==> config.mk <==
export PLATFORM = sky130hd
export DESIGN_NAME = exception_ctrl
export DESIGN_NICKNAME = d
export VERILOG_FILES = /design/src/rtl/exception_ctrl.sv
export SDC_FILE = /design/constraint.sdc
export NUM_CORES = 1
export LEC_CHECK = 0
export CAP_MARGIN = 20
export CORE_MARGIN = 2
export CORE_UTILIZATION = 48
export CTS_CLUSTER_SIZE = 8
export DETAILED_ROUTE_END_ITERATION = 8
export PLACE_DENSITY = 0.86
export SYNTH_ARGS = -nofsm -noshare
export SYNTH_HDL_FRONTEND = slang
export SYNTH_SLANG_ARGS = --single-unit
==> constraint.sdc <==
create_clock -name clk -period 6.3 [get_ports clk]
set_clock_uncertainty 0.15 [all_clocks]
set_input_delay 0.945 -clock clk [delete_from_list [all_inputs] [get_ports clk]]
set_output_delay 0.945 -clock clk [all_outputs]
set_load 0.02 [all_outputs]
==> src/rtl/exception_ctrl.sv <==
// Precise-exception controller: fixed-priority arbitration of exception sources,
// EPC/Cause/BadVAddr capture, timed pipeline flush, fetch redirect, ERET and fatal halt.
module exception_ctrl #(
  parameter int unsigned                  NUM_SRC    = 9,
  parameter int unsigned                  CODE_W     = 5,
  parameter logic [NUM_SRC*CODE_W-1:0]    CODES      = {5'd9, 5'd12, 5'd10, 5'd11, 5'd7,
                                                        5'd6, 5'd5, 5'd4, 5'd4},
  parameter logic [NUM_SRC-1:0]           FATAL_MASK = 9'b000001001,
  parameter logic [NUM_SRC-1:0]           BVA_MASK   = 9'b000011111,
  parameter logic [NUM_SRC-1:0]           DSEL_MASK  = 9'b000010110,
  parameter int unsigned                  FLUSH_CYC  = 2,
  parameter logic [31:0]                  VECTOR     = 32'h8000_0180,
  parameter int unsigned                  CNT_W      = 16
) (
  input  logic                clk,
  input  logic                rst_b,
  input  logic [NUM_SRC-1:0]  ex_req,
  input  logic [31:0]         pc,
  input  logic [31:0]         data_addr,
  input  logic                eret,
  output logic                exc_taken,
  output logic                flush,
  output logic                redirect_valid,
  output logic [31:0]         redirect_pc,
  output logic [31:0]         epc,
  output logic [CODE_W-1:0]   cause,
  output logic [31:0]         bva,
  output logic                exl,
  output logic                halt,
  output logic [CNT_W-1:0]    exc_count
);

  localparam int unsigned FC_W = (FLUSH_CYC > 1) ? $clog2(FLUSH_CYC) : 1;

  localparam logic [1:0] S_IDLE  = 2'd0;
  localparam logic [1:0] S_FLUSH = 2'd1;
  localparam logic [1:0] S_REDIR = 2'd2;
  localparam logic [1:0] S_HALT  = 2'd3;

  logic [1:0]        state_q, state_d;
  logic [FC_W-1:0]   fcnt_q, fcnt_d;
  logic              exc_taken_q, exc_taken_d;
  logic              flush_q, flush_d;
  logic              rv_q, rv_d;
  logic [31:0]       rpc_q, rpc_d;
  logic [31:0]       epc_q, epc_d;
  logic [CODE_W-1:0] cause_q, cause_d;
  logic [31:0]       bva_q, bva_d;
  logic              exl_q, exl_d;
  logic              halt_q, halt_d;
  logic [CNT_W-1:0]  cnt_q, cnt_d;

  logic [CODE_W-1:0] win_code;
  logic              win_fatal, win_bva, win_dsel;

  // Scan from lowest priority upward so the lowest set index is the last write.
  always_comb begin
    win_code  = '0;
    win_fatal = 1'b0;
    win_bva   = 1'b0;
    win_dsel  = 1'b0;
    for (int i = NUM_SRC - 1; i >= 0; i--) begin
      if (ex_req[i]) begin
        win_code  = CODES[i*CODE_W +: CODE_W];
        win_fatal = FATAL_MASK[i];
        win_bva   = BVA_MASK[i];
        win_dsel  = DSEL_MASK[i];
      end
    end
  end

  // NOTE: every _d gets a default before the case so no path can infer a latch.
  always_comb begin
    state_d     = state_q;
    fcnt_d      = fcnt_q;
    exc_taken_d = 1'b0;
    flush_d     = flush_q;
    rv_d        = 1'b0;
    rpc_d       = rpc_q;
    epc_d       = epc_q;
    cause_d     = cause_q;
    bva_d       = bva_q;
    exl_d       = exl_q;
    halt_d      = halt_q;
    cnt_d       = cnt_q;

    case (state_q)
      S_IDLE: begin
        if (|ex_req) begin
          exc_taken_d = 1'b1;
          cause_d     = win_code;
          if (cnt_q != '1) cnt_d = cnt_q + 1'b1;
          if (!exl_q) epc_d = pc;
          exl_d       = 1'b1;
          if (win_bva) bva_d = win_dsel ? data_addr : pc;
          flush_d     = 1'b1;
          if (win_fatal) begin
            state_d = S_HALT;
            halt_d  = 1'b1;
          end else begin
            state_d = S_FLUSH;
            fcnt_d  = FC_W'(FLUSH_CYC - 1);
          end
        end else if (eret && exl_q) begin
          exl_d = 1'b0;
          rpc_d = epc_q;
          rv_d  = 1'b1;
        end
      end
      S_FLUSH: begin
        if (fcnt_q == '0) begin
          state_d = S_REDIR;
          flush_d = 1'b0;
          rv_d    = 1'b1;
          rpc_d   = VECTOR;
        end else begin
          fcnt_d = fcnt_q - 1'b1;
        end
      end
      S_REDIR: state_d = S_IDLE;
      S_HALT: begin
        flush_d = 1'b1;
        halt_d  = 1'b1;
      end
      default: state_d = S_IDLE;
    endcase
  end

  // NOTE: state registers use non-blocking assignments so every flop samples pre-edge values.
  always_ff @(posedge clk) begin
    if (!rst_b) begin
      state_q     <= S_IDLE;
      fcnt_q      <= '0;
      exc_taken_q <= 1'b0;
      flush_q     <= 1'b0;
      rv_q        <= 1'b0;
      rpc_q       <= '0;
      epc_q       <= '0;
      cause_q     <= '0;
      bva_q       <= '0;
      exl_q       <= 1'b0;
      halt_q      <= 1'b0;
      cnt_q       <= '0;
    end else begin
      state_q     <= state_d;
      fcnt_q      <= fcnt_d;
      exc_taken_q <= exc_taken_d;
      flush_q     <= flush_d;
      rv_q        <= rv_d;
      rpc_q       <= rpc_d;
      epc_q       <= epc_d;
      cause_q     <= cause_d;
      bva_q       <= bva_d;
      exl_q       <= exl_d;
      halt_q      <= halt_d;
      cnt_q       <= cnt_d;
    end
  end

  assign exc_taken      = exc_taken_q;
  assign flush          = flush_q;
  assign redirect_valid = rv_q;
  assign redirect_pc    = rpc_q;
  assign epc            = epc_q;
  assign cause          = cause_q;
  assign bva            = bva_q;
  assign exl            = exl_q;
  assign halt           = halt_q;
  assign exc_count      = cnt_q;

endmodule
# Word-level counts from Yosys, hierarchy flattened
# Index checks and enable logic that the tools add are counted.
# op_classes
n_mul,0
eq_ne,10
bitwise,1
addsub,2
shifts,0
div,0
n_lt_le_gt_ge,0
n_reduce_logical,19
muxes,48
# op_table
operator,n
$mux W32,4
$pmux W32 S2,1
$mux W5,6
$mux W1,26
$reduce_and A3 Y1,7
$add A16 B1 Y16 const B,1
$ne A16 B16 Y1 const B,1
$mux W4,3
$ne A2 B2 Y1 const B,6
$reduce_or A9 Y1,1
$mux W2,3
$pmux W1 S2,3
$pmux W2 S3,1
$reduce_and A2 Y1,3
$reduce_bool A2 Y1,3
$reduce_bool A3 Y1,2
$eq A2 B2 Y1 const B,2
$reduce_and A4 Y1,1
$pmux W1 S3,1
$eq A2 B1 Y1 const B,1
$logic_not A2 Y1,1
$logic_and A1 B1 Y1,1
$not A1 Y1,1
$sub A1 B1 Y1 const B,1
# totals
in_bits,76
rom_bits,0
ff_bits,125
latch_bits,0
out_inout_bits,122
mem_bits_rw,0
n_memories,0

# Depth between registers and ports, before layout
# Gate-level depths: netlist of the first run.
# logic_depth
word_depth,9
depth_mapped,10
ltp_nobuf,7

# Worst setup path before layout of the first run
# No wires, ideal clock.
# synth_timing
path_type,input -> register
from,in ex_req[5]
to,"reg rpc_q[23], in the netlist redirect_pc[23]"
setup_time_ns,0.070
n_path_buf,2
setup_slack_ns,3.516
path_stages,7
required_time_ns,6.080
arrival_time_ns,2.563
cell_sequence,or4_4 > buf_6 > nor4_4 > o21ai_2 > buf_6 > or3b_1 > a21oi_1
# synth_between
elab_chain_cells,3
# synth_lines
element,line,source
start: declaration,17,"input logic [NUM_SRC-1:0] ex_req,"
$reduce_or A9 Y1,89,if (|ex_req) begin
$ne A2 B2 Y1 (no line),n/a,
$reduce_and A4 Y1 (no line),n/a,
end signal: assignment,150,rpc_q <= rpc_d;
end: declaration,45,"logic [31:0] rpc_q, rpc_d;"
# No other way between the ends.
# A chain may end at the register's enable or synchronous reset.

# Worst setup path in the final report of the first run
# layout_timing
from,in ex_req[0]
to,"reg cnt_q[7], in the netlist exc_count[7]"
# layout_between
elab_chain_cells,2
# layout_lines
element,line,source
$reduce_or A9 Y1,89,
$reduce_and A3 Y1 (no line),n/a,
end signal: assignment,156,cnt_q <= cnt_d;
end: declaration,51,"logic [CNT_W-1:0] cnt_q, cnt_d;"
# No other way between the ends.

==> results of run 1 <==
-- per-layer routing --
layer / vias up / track usage, % / share of wire (%)
met5: - / 0 / 0
met4: 0 / 11.1 / 2.3
met3: 37 / 6.15 / 6.8
met2: 228 / 47.5 / 51
met1: 2469 / 35.0 / 40
li1: 2492 / - / -
-- tightest hold or removal path: stages (launching register included) --
cell	delay [ns]
dfxtp_1	0.31
nand2_1	0.05
a21oi_1	0.05
-- logic make-up (layout without fill, tap and decap cells) --
group	after synthesis	count (layout)	synth area share (%)
flops	124	124	47.7
simple gates	173	173	17.3
xor+xnor	7	7	1.18
mux	33	33	6.34
buf+inv	60	247	5.00
other cells	1	1	0.0720
fa+ha+maj	5	5	1.20
compound gates	201	201	21.2
-- per-stage QoR --
stage | utilization, % | cells
final | 73.7 | 931
after global routing | 73.7 | 931
after CTS | 73.3 | 928
after detailed placement | 67.4 | 896
after global placement | 67.2 | 895
after floorplan | - | 604
-- cell type report --
cell class	count	area, µm²	share of cell area (%)
multi-input cells	420	2490	31.6
flip-flops and latches	124	2480	31.5
repair buffers	206	2080	26.3
clock buffers	19	442	5.60
clock inverters	13	189	2.40
well taps	140	175	2.22
inverters	9	33.8	0.428
-- sequential cells by signal, indices dropped and copies added (netlist names) --
signal / cells
bva: 32
redirect_valid: 1
fcnt_q: 1
exc_taken: 1
exl: 1
epc: 32
flush: 1
redirect_pc: 32
exc_count: 16
halt: 1
cause: 4
state_q: 2
-- cell usage after synthesis, drive strengths merged, types with 5 or more instances --
master  number  area, µm²
a21oi      104        521
xor2         5       43.8
o31ai        6       58.8
nand3        7       35.0
buf          8       65.1
ha           5       62.6
clkbuf      43        161
dfxtp      124       2480
nor2        28        105
or4          7       56.3
nand2       76        285
or3b        29        254
mux2i       33        330
nor3        11       55.1
inv          9       33.8
o21ai       71        359
-- where the power goes --
group / total (mW) / internal [mW] / leakage (nW) / switching, mW
Clock: 1.03 / 0.665 / 0.293 / 0.364
Sequential: 1.15 / 1.00 / 1.02 / 0.154
Combinational: 1.54 / 0.630 / 1.52 / 0.911
Total: 3.72 / 2.29 / 2.83 / 1.43
-- how the worst max path moves through the flow --
stage / startpoint / end / slack, ns
finish: ex_req[0] / exc_count[7]$_SDFFE_PN0P_ / 3.28
global route: ex_req[1] / exc_count[7]$_SDFFE_PN0P_ / 3.18
CTS: ex_req[0] / epc[3]$_SDFFE_PN0P_ / 3.14
detailed placement: ex_req[0] / epc[9]$_SDFFE_PN0P_ / 2.64
global placement: ex_req[2] / epc[28]$_SDFFE_PN0P_ / 2.77
floorplan: ex_req[5] / redirect_pc[23]$_SDFFE_PN0P_ / 3.52
==> flow_summary.ini, run 1 <==
[clock_network]
cts_buffer_depth = 2
postCtsSetupRepairBufs = 0
cts_buffers = 17
postCtsHoldBufs = 0
cts_resized = 0
clock_sinks = 124
root_buffer = clkbuf_8
clkTransAtPathRegs_ns = 0.06
clock_latency_ns = 0.52
cts_tree = done
cts-htree-levels = 4

[logic_synthesis]
synthArstFlopShare_pct = 0
synth_seq_cells = 124
ys.flop_type = dfxtp_1
syn_avg_cell_area_um2 = 8.62
synthesis.nets = 685
synth-warning-count = 0
yosysUniqueCellTypes = 47
syn_area_um2 = 5210
synth_edf_count = 0
synthCells = 604
ys_seq_area_share_pct = 47.7

[detailed_routing]
drtIter0Drc = 359
drt_wl_total_mm = 16.6
wl_per_cell_um = 17.9
num_vias = 5226
dr.pass1.iters = 7
drc = 0
ant_nets = 0
avgViaCountPerCell = 5.61

[sta]
setup_viol = 0
hold_ws_ns = 0.300
fin_crit_sh_pct = 48.0
finalSetupTns_ns = 0
rsz0062_at_grt = false
slew_headroom_pct = 43.0
slew_viol_final = 0
period_needed_ns = 3.02
worst_slew_pin_slew_ns = 0.853
max_freq_ghz = 0.331
finalHoldViolCount = 0
layout_setup_ws_ns = 3.28

[power]
leakage_nw = 2.83
powerDensity_nw_per_um2 = 472
p_total_mw = 3.72
peakVddDrop_mv = 0.353

[global_route]
groute.usage.overall_pct = 28.1
grt_pass1_vias = 4943
grt_pass1_wl_mm = 25.5
grt_max_degree = 66
grt_overflow = 0
antenna_found_initial = 0

[setup_path]
cp_num_cells = 7
worstReg2RegStart = state_q[0]$_SDFFE_PN0P_
startpoint_type = input pin
cp_max_fo = 15
crit_path_max_incr_delay_ns = 0.52
critPathCaptureType = register
crit_chain = clkdlybuf4s50_1, or3_1, o31a_1, o21ai_1, buf_4, or4_1, a21oi_1
reg2reg_depth = 7
r2r_end = exc_count[7]$_SDFFE_PN0P_
crit_type = in2reg
ff2ff_setup_slack_ns = 3.77
arrival_ns = 3.32
cp_top_family = simple AND/OR/NAND/NOR gates
crit_buf_inv = 2
slowest_stage = clkdlybuf4s50_1
cp.required_ns = 6.60

[die]
rows = 38
die_h_um = 108
die_area_um2 = 11700
floorplan.initialDensity_pct = 48.7
die_w_um = 108
ios = 198
coreArea_um2 = 10700

[min_path]
whs_endpoint = redirect_pc[20]$_SDFFE_PN0P_
whs_path_depth = 2
min-delay-start = redirect_pc[20]$_SDFFE_PN0P_
min_path_type = reg2reg

[placed_design]
io_buffers = 196
place.gp.congestion = 0.945
hpwl_mm = 11.7
place_area_um2 = 7210
dp_slack_ns = 2.64

[cells_and_area]
antenna_cells = 0
fillCellCount = 773
final_common_cell = clkdlybuf4s50_1
fin_area_um2 = 7890
syn_to_final_growth_pct = 51.5
nets = 859
layout-drive-gt1-share_pct = 6.57
layout_common_cells = clkdlybuf4s50_1 (196), dfxtp_1 (124), a21oi_1 (104)

[outcome]
status = complete, no violations

[run]
cap_violations = 0
(Power assumes the default switching activity.)
==> run 2: changes to the inputs <==
--- a/config.mk
+++ b/config.mk
@@ -7,10 +7,10 @@
 export LEC_CHECK = 0
 export CAP_MARGIN = 20
 export CORE_MARGIN = 2
-export CORE_UTILIZATION = 48
+export CORE_UTILIZATION = 40
 export CTS_CLUSTER_SIZE = 8
 export DETAILED_ROUTE_END_ITERATION = 8
-export PLACE_DENSITY = 0.86
+export PLACE_DENSITY = 0.77
 export SYNTH_ARGS = -nofsm -noshare
 export SYNTH_HDL_FRONTEND = slang
 export SYNTH_SLANG_ARGS = --single-unit
==> constraint.sdc (replaced) <==
create_clock -name clk -period 2.7 [get_ports clk]
set_clock_uncertainty 0.15 [all_clocks]
set_input_delay 0.405 -clock clk [delete_from_list [all_inputs] [get_ports clk]]
set_output_delay 0.405 -clock clk [all_outputs]
set_load 0.02 [all_outputs]
==> run 2 against run 1 <==
Effect of this change: first-iteration DRC count decreased by 15%; register-to-register slack got worse by 3.4 ns; flip-flop and latch count did not move; count of clock-buffer cells in the layout increased by 4; highest routed layer unchanged.
==> flow_summary.ini, run 2 (same netlist as run 1, synthesis figures left out) <==
[global_route]
grt_pass1_vias = 5085
grt_max_degree = 66
grt_pass1_wl_mm = 26.8
grt_overflow = 0
groute.usage.overall_pct = 24.0
antenna_found_initial = 0

[die]
die_area_um2 = 13900
die_w_um = 118
floorplan.initialDensity_pct = 41.1
coreArea_um2 = 12700
ios = 198
die_h_um = 118
rows = 41

[clock_network]
clock_sinks = 124
root_buffer = clkbuf_16
cts_tree = done
cts-htree-levels = 4
cts_resized = 0
cts_buffers = 17
clock_latency_ns = 0.41
cts_buffer_depth = 2
clkTransAtPathRegs_ns = 0.05
postCtsHoldBufs = 0
postCtsSetupRepairBufs = 0

[detailed_routing]
ant_nets = 0
wl_per_cell_um = 17.3
drt_wl_total_mm = 17.0
dr.pass1.iters = 7
avgViaCountPerCell = 5.33
drc = 0
drtIter0Drc = 304
num_vias = 5235

[setup_path]
cp_max_fo = 7
cp.required_ns = 2.89
critPathCaptureType = register
ff2ff_setup_slack_ns = 0.42
crit_type = in2reg
crit_path_start = ex_req[2]
reg2reg_depth = 7
r2r_end = exc_count[7]$_SDFFE_PN0P_
arrival_ns = 2.55
endpoint = exc_count[7]$_SDFFE_PN0P_
startpoint_type = input pin
worstReg2RegStart = state_q[1]$_SDFFE_PN0P_

[placed_design]
hpwl_mm = 12.4
place_area_um2 = 7460
io_buffers = 196
place.gp.congestion = 0.928
placed_cells = 952

[cells_and_area]
nets = 880
finalNonFillerCells = 983
layout_common_cells = clkdlybuf4s50_1 (196), dfxtp_1 (124), a21oi_1 (104)
fin_area_um2 = 7990
final_common_cell = clkdlybuf4s50_1
antenna_cells = 0
syn_to_final_growth_pct = 53.4
layout-drive-gt1-share_pct = 8.26

[power]
leakage_nw = 2.89
powerDensity_nw_per_um2 = 1060
peakVddDrop_mv = 0.549

[sta]
rsz0062_at_grt = false
fin_crit_sh_pct = 87.1
slew_headroom_pct = 59.1
setup_viol = 0
finalHoldViolCount = 0
max_freq_ghz = 0.425
period_needed_ns = 2.35
slew_viol_final = 0
worst_slew_pin_slew_ns = 0.609

[min_path]
min_path_type = reg2reg

[run]
cap_violations = 0

[outcome]
status = complete, no violations
[run 2: changes by cell type in the layout (fill, tap and decap cells not counted), sizes merged]
cell / delta
buf: +21
bufinv: -3
clkbuf: +4
clkinv: +2
clkinvlp: -3
inv: -1
[run 2: metal layers]
metal / part of all wire [%] / GRT usage (%) / vias up / wire length (µm)
met4: 2.9 / 11.0 / 0 / 500
li1: - / - / 2529 / -
met1: 43 / 30.2 / 2467 / 7320
met5: 0 / 0 / - / 0
met2: 48 / 38.5 / 206 / 8130
met3: 6.1 / 6.30 / 33 / 1030
[run 2: how the worst min path moves through the flow]
stage / start / end / slack (ns) / depth (start not counted)
global route: redirect_pc[18]$_SDFFE_PN0P_ / redirect_pc[18]$_SDFFE_PN0P_ / 0.31 / 2
detailed placement: redirect_pc[23]$_SDFFE_PN0P_ / redirect_pc[23]$_SDFFE_PN0P_ / 0.29 / 2
global placement: redirect_pc[1]$_SDFFE_PN0P_ / redirect_pc[1]$_SDFFE_PN0P_ / 0.29 / 2
floorplan: ex_req[0] / cause[0]$_SDFFE_PN0P_ / 0.36 / 1
finish: redirect_pc[16]$_SDFFE_PN0P_ / redirect_pc[16]$_SDFFE_PN0P_ / 0.30 / 2
CTS: redirect_pc[16]$_SDFFE_PN0P_ / redirect_pc[16]$_SDFFE_PN0P_ / 0.30 / 2
[run 2: critical path, cell delays in order]
cell and delay (ns):
clkdlybuf4s50_1 0.48, or3_1 0.30, buf_4 0.18, o31a_1 0.21
o21ai_1 0.14, buf_4 0.19, or4_1 0.48, a21oi_1 0.15
[run 2: per-stage QoR]
step | setup TNS [ns] | power, mW | util [%] | hold WS, ns | worst slack (ns)
finish | 0 | 8.49 | 63.0 | 0.299 | 0.347
global route | 0 | 8.95 | 63.0 | 0.315 | 0.206
CTS | 0 | 8.52 | 63.0 | 0.300 | 0.343
detailed placement | -0.881 | 6.44 | 58.9 | 0.295 | -0.0792
global placement | -0.701 | 6.30 | 58.8 | 0.288 | -0.0443
floorplan | 0 | 4.70 | - | 0.357 | 0.456
[run 2: cell type report]
class / instances / area [µm²]
clock buffer: 23 / 458
tap: 172 / 215
clock inverter: 8 / 70.1
sequential: 124 / 2480
multi-input combinational: 420 / 2490
timing repair buffer: 227 / 2240
inverter: 9 / 33.8
fill: 1068 / 4680
[run 2: report_power, final]
part           switching [mW]  internal (mW)
logic                    2.16           1.60
clock network           0.780           1.27
registers               0.347           2.33
